**src/rtl/bcd_conv_arbiter.sv**
```systemverilog
// Two-port binary-to-BCD converter: arbitrates between two requesters, then runs a 9-step
// shift-and-add-3 conversion. Define BCD_RR_ARB_EN for round-robin ties (default: port 0 wins).
module bcd_conv_arbiter (
    input  logic        clk,
    input  logic        rst,
    input  logic        req0,
    input  logic [8:0]  din0,
    output logic        ack0,
    input  logic        req1,
    input  logic [8:0]  din1,
    output logic        ack1,
    output logic [11:0] bcd_out,
    output logic        done,
    output logic        done_id,
    output logic        busy
);

    localparam logic [0:0] ST_IDLE  = 1'b0;
    localparam logic [0:0] ST_SHIFT = 1'b1;

    logic [0:0]  state;
    logic [8:0]  sreg;
    logic [11:0] acc;
    logic [3:0]  cnt;
    logic        owner;
    logic        gnt0;
    logic        gnt1;
    logic [11:0] acc_adj;
    logic [11:0] acc_next;

    function automatic logic [3:0] add3(input logic [3:0] d);
        return (d >= 4'd5) ? d + 4'd3 : d;
    endfunction

`ifdef BCD_RR_ARB_EN
    logic last_gnt; // port granted most recently; the other port wins a tie

    always_comb begin
        gnt0 = req0 & (~req1 | last_gnt);
        gnt1 = req1 & (~req0 | ~last_gnt);
    end

    always_ff @(posedge clk or posedge rst) begin
        if (rst) begin
            last_gnt <= 1'b1;
        end else if (state == ST_IDLE && (gnt0 || gnt1)) begin
            last_gnt <= gnt1;
        end
    end
`else
    always_comb begin
        gnt0 = req0;
        gnt1 = req1 & ~req0;
    end
`endif

    // All three digits are corrected from their pre-shift values, then shifted together.
    always_comb begin
        acc_adj  = {add3(acc[11:8]), add3(acc[7:4]), add3(acc[3:0])};
        acc_next = {acc_adj[10:0], sreg[8]};
    end

    always_ff @(posedge clk or posedge rst) begin
        if (rst) begin
            state   <= ST_IDLE;
            sreg    <= '0;
            acc     <= '0;
            cnt     <= '0;
            owner   <= 1'b0;
            bcd_out <= '0;
            done    <= 1'b0;
            done_id <= 1'b0;
            ack0    <= 1'b0;
            ack1    <= 1'b0;
            busy    <= 1'b0;
        end else begin
            ack0 <= 1'b0;
            ack1 <= 1'b0;
            done <= 1'b0;
            case (state)
                ST_IDLE: begin
                    if (gnt0 || gnt1) begin
                        sreg  <= gnt0 ? din0 : din1;
                        acc   <= '0;
                        cnt   <= '0;
                        owner <= gnt1;
                        ack0  <= gnt0;
                        ack1  <= gnt1;
                        busy  <= 1'b1;
                        state <= ST_SHIFT;
                    end
                end
                default: begin
                    acc  <= acc_next;
                    sreg <= {sreg[7:0], 1'b0};
                    cnt  <= cnt + 4'd1;
                    if (cnt == 4'd8) begin
                        bcd_out <= acc_next;
                        done_id <= owner;
                        done    <= 1'b1;
                        busy    <= 1'b0;
                        state   <= ST_IDLE;
                    end
                end
            endcase
        end
    end

endmodule

```
**config.mk**
```make
export PLATFORM = sky130hd
export DESIGN_NAME = bcd_conv_arbiter
export DESIGN_NICKNAME = d
export VERILOG_FILES = /design/src/rtl/bcd_conv_arbiter.sv
export SDC_FILE = /design/constraint.sdc
export NUM_CORES = 1
export LEC_CHECK = 0
export CAP_MARGIN = 0
export CORE_UTILIZATION = 46
export DETAILED_ROUTE_END_ITERATION = 8
export PLACE_DENSITY = 0.83
export SYNTH_ARGS = -nofsm -noshare
export SYNTH_HDL_FRONTEND = slang
export SYNTH_SLANG_ARGS = --single-unit
```
**constraint.sdc**
```tcl
create_clock -name clk -period 1.5 [get_ports clk]
set_input_delay 0.3 -clock clk [delete_from_list [all_inputs] [get_ports clk]]
set_output_delay 0.3 -clock clk [all_outputs]
set_load 0.05 [all_outputs]
```
==> results.md, run 1 <==
Outcome:
- The flow ran to the end, and the final reports show no timing, DRC or antenna violations.

Logic synthesis:
- The count of different cell masters after synthesis is 30.
- By area, the combinational part of the netlist is dominated by compound AO/OA/AOI/OAI gates.
- The synthesized netlist devotes 17.59% of its cell area to compound gates.
- The share of the synthesized area in the top cell type is 53.20%.
- Yosys printed 0 warnings.
- The synthesized netlist devotes 4.837% of its cell area to adder and majority cells.
- The cell area after synthesis is 2069 um^2.
- The basic-gate share of the synthesized area counting and, or, nand and nor cells is 13.72%.
- Synthesis handed over a netlist of 212 instances.
- Measured against the total synthesized area, the mux share comes to 4.595%.
- The post-synthesis xor/xnor area fraction is 1.270%.
- The most area-hungry cell type in the Yosys netlist is sky130_fd_sc_hd__dfrtp_1.
- By area the synthesized netlist is led by sky130_fd_sc_hd__dfrtp_1, sky130_fd_sc_hd__nand2_1, sky130_fd_sc_hd__ha_1.
- The register bit count reported by yosys is 44.
- The net count of the mapped netlist is 242.
- The average size of a mapped cell is 9.762 um^2.
- The share of the yosys chip area belonging to registers is 53.20%.

Final layout:
- The repair_antennas step left the layout with diodes totalling 0.
- The growth of design area from synthesis to finish is 45.53%.
- Once layout is complete, the utilization of the core stands at between 60% and 70%.
- The finished cells cover 3012 um^2.
- Cells with a size suffix above 1 make up 25.93% of the layout.
- In the layout the commonest cells are sky130_fd_sc_hd__dfrtp_1, sky130_fd_sc_hd__nand2_1, sky130_fd_sc_hd__buf_4.
- The count of filler cells inserted in the layout is 309.
- The commonest non-fill, non-tap cell in the layout is sky130_fd_sc_hd__dfrtp_1.
- The finished layout holds around 320 standard cells, fillers aside.
- The final layout net count is 300.

Floorplan:
- The number of top-level design ports is 39.
- From bottom edge to top edge, the die measures just under 70 um.
- The initialized floorplan defines 24 standard-cell rows.
- The horizontal die dimension is 69.08 um.
- Once the floorplan was initialized, standard cells occupied 47.86% of the core.
- The area of the die is 4771 um^2.
- The core area is 4324 um^2.

Placement:
- The count of buffers added on input and output ports is 38.
- The number of placed instances, taps included is 310.
- The post-place instance area is between 2000 and 3000 um^2.
- The final weighted congestion of routability-driven global placement is 0.8067.
- The post-detailed-placement half-perimeter wirelength is 3163 um.

Global routing:
- The met1 capacity usage during global routing is 23.60%.
- The number of global-route vias before repair is 1,673.
- The number of antenna violations at the first check in global routing is 0.
- The busiest layer in global routing is met2.
- The wire length of the first global-routing pass is about 7300 um.
- Global routing consumed, over all layers together, 19.48% of the routing resources.
- For this run, global-route usage on met2 was measured as 33.76%.
- In the global route stage, met3 resource usage came out at around 5.4%.
- Entering global routing, the biggest net connects between 40 and 50 pins.
- The global route total overflow is 0.

Clock tree:
- The H-tree generated during clock tree synthesis spans 2 levels.
- Counting every sink on the clock net gives 44.
- After clock tree synthesis, the clock-pin slew on the worst setup and hold paths is approximately 0.080 ns.
- TritonCTS created 5 clock buffers.
- The largest buffer count on any clock path is 2.
- Buffers inserted to repair hold after CTS numbered 0.
- TritonCTS built the clock tree.
- The cell at the root of the clock tree is sky130_fd_sc_hd__clkbuf_8.
- The later pin in the worst-skew pair is clocked with a latency of about 0.3 ns.

Timing:
- The worst path in the final design needs a cycle of 1.468 ns, including I/O delays and setup.
- Setup repair after global routing could not meet its margin everywhere.
- Static timing analysis puts the maximum clock frequency at 0.6811 GHz.
- At the pin with the least slew margin, the transition time is 0.3030 ns.
- Setup violations remaining at the end of the flow were counted as 0.
- Clock skew on the completed layout was measured at 0.003160 ns.
- The total count of hold-check failures in the final report is 0.
- The final count of pins violating max slew is 0.
- The tightest slew margin relative to the limit is 79.58%.
- The post-route fraction of the period consumed by the critical path is 97.88%.

Routing:
- The routed via count divided by cell count is about 5.3.
- The final wirelength is 4479 um.
- After detailed routing, the average wire length per cell comes to 13.91 um.
- The final route contains approximately 1,700 vias.
- For this run, design rule violations remaining after detail routing come to 0.
- The number of design-rule violations left by the first detailed-router iteration is 145.
- The post-route antenna net violation count is 0.
- The first-pass iteration count of the detailed router is 4.

Power and ir drop:
- In this run the static leakage power is 1.365 nW.
- Power spread over the standard cell area amounts to 2160 nW/um^2.
- The overall power after layout is ~0.0065 W.
- The worst-case IR drop observed on VDD is ~0.0012 V.

Worst setup path:
- The critical-path maximum fanout is 4.
- The critical path start-end classification is register to register.
- The required time of the critical path is 1.73 ns.
- The setup check on the worst reg-to-reg path leaves a slack of 0.03 ns.
- The data arrival time of the critical path is about 1.7 ns.
- The kind of capture point of the worst setup path is a register.
- The type of element launching the critical path is a register.

Min path:
- The tightest min-delay check is of the input port to asynchronous set/reset pin type.

Flow run:
- The total of max-cap violations is 0.
-- where the power goes --
group / internal (W) / switching, W
registers: 0.00168 / 0.000486
clock network: 0.000317 / 0.000383
logic: 0.00185 / 0.00179
-- per-stage QoR --
stage	hold slack [ns]	worst slack, ns	TNS (ns)
after CTS	0.3477	0.002921	0
after global routing	0.3826	-0.03110	-0.07635
after floorplan	0.3689	0.01727	0
after global placement	0.4743	-0.03555	-0.04054
after detailed placement	0.4832	-0.05993	-0.4355
final	0.3404	0.03184	0
-- cells in the mapped netlist, drive strengths merged --
cell    count
ha          8
inv        12
xnor2       3
a22oi       5
o31ai       1
mux2i       5
o21ai      32
nand3       2
nor3        2
nor3b       5
nand2b      3
buf         8
a21oi      17
clkbuf      3
nand2      33
mux2        4
nor2b       1
dfrtp      44
a21o        2
and2        1
nand4b      1
nor2       14
o21bai      1
a22o        5
-- critical path: stages, from the launching register on --
cell	delay [ns]
sky130_fd_sc_hd__dfrtp_1	0.41
sky130_fd_sc_hd__inv_1	0.09
sky130_fd_sc_hd__ha_2	0.21
sky130_fd_sc_hd__nand2b_4	0.07
sky130_fd_sc_hd__a21oi_4	0.17
sky130_fd_sc_hd__mux2_4	0.32
sky130_fd_sc_hd__o21ai_1	0.12
-- cells by family after synthesis --
| family | count (synthesis) |
|---|---|
| multiplexers | 9 |
| adder cells (fa/ha/maj) | 8 |
| buffers and inverters | 23 |
| flip-flops | 44 |
| XOR/XNOR | 3 |
| AO/OA/AOI/OAI | 63 |
| AND/OR/NAND/NOR | 62 |
-- repair_timing --
action | CTS | global route
pin swaps | 2 | 3
setup buffers | 1 | 4
setup endpoints to repair | 5 | 11
resized for setup | 3 | 20
hold endpoints to repair | 0 | 0
-- layout make-up --
| cell class | instances | area [um^2] | area share, % |
|---|---|---|---|
| inverters | 12 | 48.80 | 1.620 |
| well taps | 52 | 65.06 | 2.160 |
| clock inverters | 1 | 5.005 | 0.1662 |
| multi-input cells | 145 | 962.2 | 31.95 |
| flip-flops and latches | 44 | 1102 | 36.60 |
| repair buffers | 62 | 755.7 | 25.09 |
| clock buffers | 6 | 72.57 | 2.410 |
-- state kept, by name, summed over array words and instances, names as in the netlist --
signal and flops:
done 1, done_id 1, owner 1, bcd_out 12
sreg 9, busy 1, cnt 4, state 1
ack1 1, acc 12, ack0 1
-- path summary, 6_finish.rpt --
kind                         from  endpoint  depth (start not counted)
max reg2reg                acc[4]    acc[6]                          6
min reg2reg                cnt[3]    cnt[3]                          1
min                           rst   done_id                          3
max                        acc[4]    acc[6]                          6
min in group clk           cnt[3]    cnt[3]                          1
max in group asynchronous     rst    acc[8]                          3
-- routing by layer --
| layer | up-vias | wire length (um) |
|---|---|---|
| li1 | 837 | - |
| met2 | 45 | 2404 |
| met5 | - | 0 |
| met3 | 4 | 214 |
| met1 | 806 | 1826 |
| met4 | 0 | 35 |
Note: power is estimated with default switching activity, not from simulation.
==> run 2: changes to the inputs <==
==> constraint.sdc (replaced) <==
create_clock -name clk -period 1.5 [get_ports clk]
set_input_delay 0.15 -clock clk [delete_from_list [all_inputs] [get_ports clk]]
set_output_delay 0.15 -clock clk [all_outputs]
set_load 0.05 [all_outputs]
==> run 2 against run 1 <==
Compared with the run above:
- via count fell by 3.0%
- clock power rose by 11%
- first-iteration DRC count fell by 27%
- design area fell by 7.9%
- setup slack improved by 0.030 ns
- routed wire length fell by 2.7%
- worst hold slack got worse by 0.27 ns
- register-to-register slack improved by 0.03 ns
- sequential cell count did not move
- critical path type unchanged
- critical endpoint is now bcd_out[6]
==> results.md, run 2 (synthesis gave the netlist of run 1 again) <==
Clock tree:
- The H-tree was split into 2 levels.
- After clock tree synthesis, the clock-pin slew on the worst setup and hold paths is 0.08 ns.
- The largest buffer count on any clock path is 2.
- The number of buffers created by CTS is 5.
- The clock drives 44 sinks.
- The tree is rooted in a sky130_fd_sc_hd__clkbuf_8.
- TritonCTS built the clock tree.
- For the worst-skew pair, the clock arrives at the later sink with an insertion delay of about 0.30 ns.

Worst setup path:
- The required time of the critical path is 1.73 ns.
- The worst setup slack for register-to-register paths is 0.06 ns.
- The kind of capture point of the worst setup path is a register.
- The endpoint of the most critical register-to-register path is bcd_out[6].
- The critical path is of the register to register type.
- The data arrival time of the critical path is 1.67 ns.
- The worst register-to-register path begins at acc[5].
- The number of cells on the worst reg-to-reg path is 6.
- The type of element launching the critical path is a register.
- The critical-path maximum fanout is 3.

Power and ir drop:
- Total power for the finished layout comes to 0.006000 W.
- Summed over all cells, the static leakage comes to 1.286 nW.
- Dividing total power by cell area gives a power density of 2164 nW/um^2.
- The worst vdd rail ir drop is 0.001147 V.

Final layout:
- The library cell used most frequently in the layout, excluding fill and tap cells, is sky130_fd_sc_hd__dfrtp_1.
- The final layout net count is 294.
- The top cell types in the final layout, fill and taps aside, are sky130_fd_sc_hd__dfrtp_1, sky130_fd_sc_hd__buf_4, sky130_fd_sc_hd__nand2_1.
- 0 antenna diodes ended up in the layout.
- Summing all multi-input logic gate instances after layout gives a little under 1000 um^2.
- The growth of design area from synthesis to finish is 33.98%.
- The count of filler cells inserted in the layout is 358.
- Cells with a size suffix above 1 make up 26.42% of the layout.
- The total area of sequential cells is 1102 um^2.
- The largest registers in the layout are acc x12, bcd_out x12, sreg x9.

Timing:
- The total count of hold-check failures in the final report is 0.
- The final critical-path required period is 1.439 ns.
- Static timing analysis puts the maximum clock frequency at 0.6951 GHz.
- The post-route fraction of the period consumed by the critical path is between 90% and 100%.
- Hold is met by 0.07404 ns.
- The final worst clock skew is 0.004918 ns.
- The setup slack of the critical path after layout is 0.06140 ns.
- Headroom to the max-slew limit came out at between 70% and 80%.
- At the pin with the least slew margin, the transition time is ~0.34 ns.
- The final count of pins violating max slew is 0.
- Setup violations remaining at the end of the flow were counted as 0.

Routing:
- Using the TritonRoute via totals, the vias-per-cell ratio works out to 5.180.
- The final wirelength is about 4400 um.
- The via count is 1,642.
- The average detailed-routed wire length per instance is 13.74 um.
- In the routed design, unresolved DRC markers number 0.
- The post-route antenna net violation count is 0.
- The first-pass iteration count of the detailed router is 4.
- The detailed router finished its first iteration with 106 violations.

Min path:
- The type of the worst min-delay path is input port to asynchronous set/reset pin.

Global routing:
- Entering global routing, the biggest net connects 30 pins.
- The total track usage is 19.21%.
- After global routing the overflow that remains totals 0.
- The wire length of the first global-routing pass is 7265 um.
- The global routing stage identified its most utilized layer as met2.
- In the global route stage, met3 resource usage came out at 4.971%.
- The met2 demand-to-capacity share in global routing is a little under a third.
- The number of global-route vias before repair is 1,617.
- The number of antenna violations at the first check in global routing is 0.
- In the global route stage, met1 resource usage came out at 25.05%.

Floorplan:
- The number of top-level design ports is 39.
- Row generation in the floorplan step produced 24 rows.
- The initial cell density of the core is 47.86%.
- The core region is 4324 um^2.
- The die covers roughly 4800 um^2.
- The overall die height is between 60 and 70 um.
- In this run the horizontal extent of the chip is 69.08 um.

Outcome:
- The run finished with clean final reports.

Flow run:
- The total of max-cap violations is 0.

Placement:
- The count of port buffers added during placement is 38.
- The final weighted congestion of routability-driven global placement is 0.7763.
- The wire-length estimate of the detail-placed layout is between 2000 and 3000 um.
- The worst setup timing slack at the placement stage is -0.05772 ns.
[run 2: changes by cell type in the layout (fill, tap and decap cells not counted), sizes merged]
cell	before	now
clkbuf	6	8
buf	41	35
inv	10	11
clkinvlp	1	0
clkinv	2	1
[run 2: area by class of cell]
cell class                 count  area share [%]
timing repair buffer          56           17.51
clock buffer                   8           3.249
sequential                    44           39.76
tap                           52           2.347
multi-input combinational    145           35.51
inverter                      12           1.625
[run 2: what timing repair did]
item                       4_1_cts  5_1_grt
setup endpoints to repair        5        9
pin swaps                        2        3
buffers inserted                 2        2
resized for setup                1       28
hold buffers                     0        0
[run 2: layer usage]
layer | wire length (um) | vias to the layer above
met5 | 0 | -
met4 | 68 | 0
met3 | 180 | 7
met2 | 2189 | 44
met1 | 1918 | 765
li1 | - | 826
[run 2: critical path, cell delays in order, from the launching register on]
cell and delay, ns:
sky130_fd_sc_hd__dfrtp_1 0.37, sky130_fd_sc_hd__inv_2 0.07, sky130_fd_sc_hd__ha_1 0.18, sky130_fd_sc_hd__nand2b_4 0.15, sky130_fd_sc_hd__a21oi_4 0.16, sky130_fd_sc_hd__mux2_4 0.32, sky130_fd_sc_hd__o21ai_1 0.11
[run 2: worst max-delay path by stage]
stage                       from     endpoint  slack (ns)  cells past startpoint
after floorplan           acc[4]       acc[6]        0.02                      6
after detailed placement  acc[4]       acc[6]       -0.06                      6
final                     acc[5]   bcd_out[6]        0.06                      6
after CTS                 acc[4]       acc[6]      -0.009                      6
after global placement    acc[4]       acc[6]        0.03                      5
after global routing      acc[9]  bcd_out[10]      -0.008                      6
[run 2: per-stage QoR]
step	setup TNS (ns)	utilization [%]	cell area [um^2]	cells
global route	-0.02068	64.12	2773	317
finish	0	64.12	2773	317
detailed placement	-0.07427	58.65	2536	305
floorplan	0	-	2069	212
CTS	-0.009207	61.17	2645	315
global placement	0	58.65	2536	305
[run 2: power breakdown]
group          internal [W]  switching [W]  total [W]
combinational       0.00140        0.00175    0.00314
sequential          0.00168       0.000406    0.00208
clock              0.000376       0.000400   0.000776
total               0.00345        0.00255    0.00600
==> run 3: changes to the inputs <==
--- a/config.mk
+++ b/config.mk
@@ -8,6 +8,7 @@
 export CAP_MARGIN = 0
 export CORE_UTILIZATION = 46
 export DETAILED_ROUTE_END_ITERATION = 8
+export GPL_TIMING_DRIVEN = 0
 export PLACE_DENSITY = 0.83
 export SYNTH_ARGS = -nofsm -noshare
 export SYNTH_HDL_FRONTEND = slang
==> run 3 against run 2 <==
Compared with the run above:
- final cell count increased by 0.95%
- power barely moved
- design area grew 1.3%
- sequential cell count is the same
- non-clock buffer count rose by 4
- critical path depth up 1
- global-route usage rose by 2.0 points
- largest power group unchanged
- highest routed layer unchanged
==> results.md, run 3 (synthesis gave the netlist of run 1 again) <==
Outcome:
- The run finished with clean final reports.

Final layout:
- After filler insertion, the fill cell instance count of the layout stands at 350.
- The repair_antennas step left the layout with diodes totalling 0.
- In the final layout, the registers with the most flip-flops are acc x12, bcd_out x12, sreg x9.
- For this run, the post-layout net count is 298.
- Leaving out fill and tap cells, the most frequent cell in the layout is sky130_fd_sc_hd__dfrtp_1.
- The final design utilization is between 60% and 70%.
- The growth of design area from synthesis to finish is 35.67%.
- In the layout the commonest cells are sky130_fd_sc_hd__dfrtp_1, sky130_fd_sc_hd__nand2_1, sky130_fd_sc_hd__clkdlybuf4s50_1.
- Of the cells placed in the final design, the portion with a size suffix greater than 1 is 21.27%.

Placement:
- The congestion estimate from routability-driven global placement came to between 0.7 and 0.8.
- The count of port buffers added during placement is 38.
- The worst setup timing slack at the placement stage is -0.1239 ns.
- Detailed placement finished with a half-perimeter wire length of 2991 um.

Global routing:
- Entering global routing, the biggest net connects 45 pins.
- For this run the aggregate overflow at the end of global routing stands at 0.
- The wire length of the first global-routing pass is about 8000 um.
- The number of global-route vias before repair came to 1,731.
- The number of antenna violations at the first check in global routing is 0.
- Global routing used 21.17% of the available tracks across all layers.

Routing:
- The detail route stage leaves a number of antenna-violating nets equal to 0.
- The routed via count divided by cell count is ~5.3.
- Detailed routing inserted a total of 1,708 vias.
- After detailed routing, the average wire length per cell comes to 15.22 um.
- The first-pass iteration count of the detailed router is 4.
- The final wirelength is ~4900 um.
- The post-route DRC violation count is 0.
- The number of design-rule violations left by the first detailed-router iteration is 173.

Timing:
- The post-route fraction of the period consumed by the critical path is 99.64%.
- For the final database, setup skew stands at approximately 0.011 ns.
- Setup violations remaining at the end of the flow were counted as 0.
- Timing would allow up to 0.6691 GHz.
- The actual transition at the worst max-transition pin is 0.5010 ns.
- Setup repair after global routing could not meet its margin everywhere.
- The tightest slew margin relative to the limit is 66.73%.
- The final count of pins violating max slew was 0.
- The worst path in the final design needs a cycle of 1.495 ns, including I/O delays and setup.
- Once routing completed, OpenROAD measured the worst setup slack at 0.005424 ns.
- The total count of hold-check failures in the final report came to 0.

Clock tree:
- The largest buffer count on any clock path is 2.
- The clock latency reported for the late side of the worst-skew pair is 0.31 ns.
- TritonCTS built the clock tree.
- The tree is rooted in a sky130_fd_sc_hd__clkbuf_8.
- The H-tree generated during clock tree synthesis spans 2 levels.
- Clock-pin slew was measured on the worst setup and hold paths at approximately 0.090 ns.
- After clock tree synthesis, the flow added hold-fix buffers numbering 0.
- Buffers inserted during clock tree synthesis total 5.
- The count of clock tree sinks is 44.

Floorplan:
- The initialized floorplan defines 24 standard-cell rows.
- The floorplan step set the die height to 69.08 um.
- The initial cell density of the core is 47.86%.
- The floorplan step set the die width to approximately 70 um.
- For this design the top-level I/O count stands at 39.
- The core area is 4324 um^2.
- The die covers 4771 um^2.

Flow run:
- Across the run, the number of max-cap violations was 0.

Worst setup path:
- The worst setup path is captured at a register.
- The worst register-to-register path has a depth of 7.
- Setup slack on the worst reg-to-reg path comes out at approximately 0.0054 ns.
- Following the worst setup path forward leads to its endpoint at acc[1].
- At the worst endpoint, the required time is 1.68 ns.
- The data arrival time of the critical path is 1.68 ns.
- The critical path start-end classification is register to register.
- The critical-path maximum fanout is 3.
- The beginning of the worst register-to-register path is acc[1].
- In this run the critical register-to-register path is captured at acc[1].
- The critical path starts at acc[1].
- The worst setup path is launched from a register.

Power and ir drop:
- The ratio of total power to cell area is 2136 nW/um^2.
- The worst vdd rail ir drop is 0.001135 V.
- The standby leakage power is ~1.3 nW.

Min path:
- The path class of the tightest hold or removal check is input port to asynchronous set/reset pin.
-- run 3: how the worst min path moves through the flow --
stage                       endpoint
after floorplan                 ack1
after global placement    bcd_out[7]
after detailed placement  bcd_out[0]
final                     bcd_out[7]
after CTS                 bcd_out[7]
after global routing      bcd_out[8]
-- run 3: area by class of cell --
| class | instances | area (um^2) | share of cell area [%] |
|---|---|---|---|
| inverters | 12 | 45.04 | 1.604 |
| well taps | 52 | 65.06 | 2.317 |
| multi-input cells | 145 | 1007 | 35.87 |
| flip-flops and latches | 44 | 1101 | 39.22 |
| clock inverters | 1 | 5.005 | 0.1783 |
| clock buffers | 6 | 72.57 | 2.585 |
| plain buffers | 11 | 60.06 | 2.139 |
| repair buffers | 49 | 451.7 | 16.09 |
-- run 3: power by group --
group          switching, W  internal [W]  total, W
logic               0.00182       0.00137   0.00319
registers          0.000410       0.00167   0.00208
clock network      0.000406      0.000317  0.000724
-- run 3: per-stage QoR --
step	total power [W]	TNS [ns]	hold WS (ns)	cell area, um^2	std cells
after floorplan	0.003898	0	0.2189	2069	212
after global placement	0.004560	-24.82	0.4624	2515	302
after detailed placement	0.004678	-0.3703	0.4736	2535	303
after CTS	0.005449	0	0.1858	2644	314
after global routing	0.006403	-0.1682	0.2322	2808	320
final	0.005998	0	0.1868	2808	320
-- run 3: repair_timing --
item	4_1_cts	5_1_grt
cloned	0	1
buffers inserted	4	5
gates resized for setup	27	27
endpoints found under the setup margin	23	20
pin swaps	2	7
-- run 3: critical path, cell delays in order (launching register included) --
cell and delay, ns:
sky130_fd_sc_hd__dfrtp_1 0.40, sky130_fd_sc_hd__inv_2 0.10, sky130_fd_sc_hd__ha_2 0.18, sky130_fd_sc_hd__nand2b_4 0.13, sky130_fd_sc_hd__a21oi_4 0.06, sky130_fd_sc_hd__buf_4 0.15, sky130_fd_sc_hd__xnor2_1 0.25, sky130_fd_sc_hd__o21ai_1 0.10
-- run 3: metal layers --
| layer | wire length, um | global-route usage [%] | vias to the layer above |
|---|---|---|---|
| li1 | - | - | 833 |
| met1 | 2145 | 26.85 | 829 |
| met2 | 2496 | 35.28 | 38 |
| met3 | 160 | 4.678 | 8 |
| met4 | 68 | 8.163 | 0 |
| met5 | 0 | 0 | - |
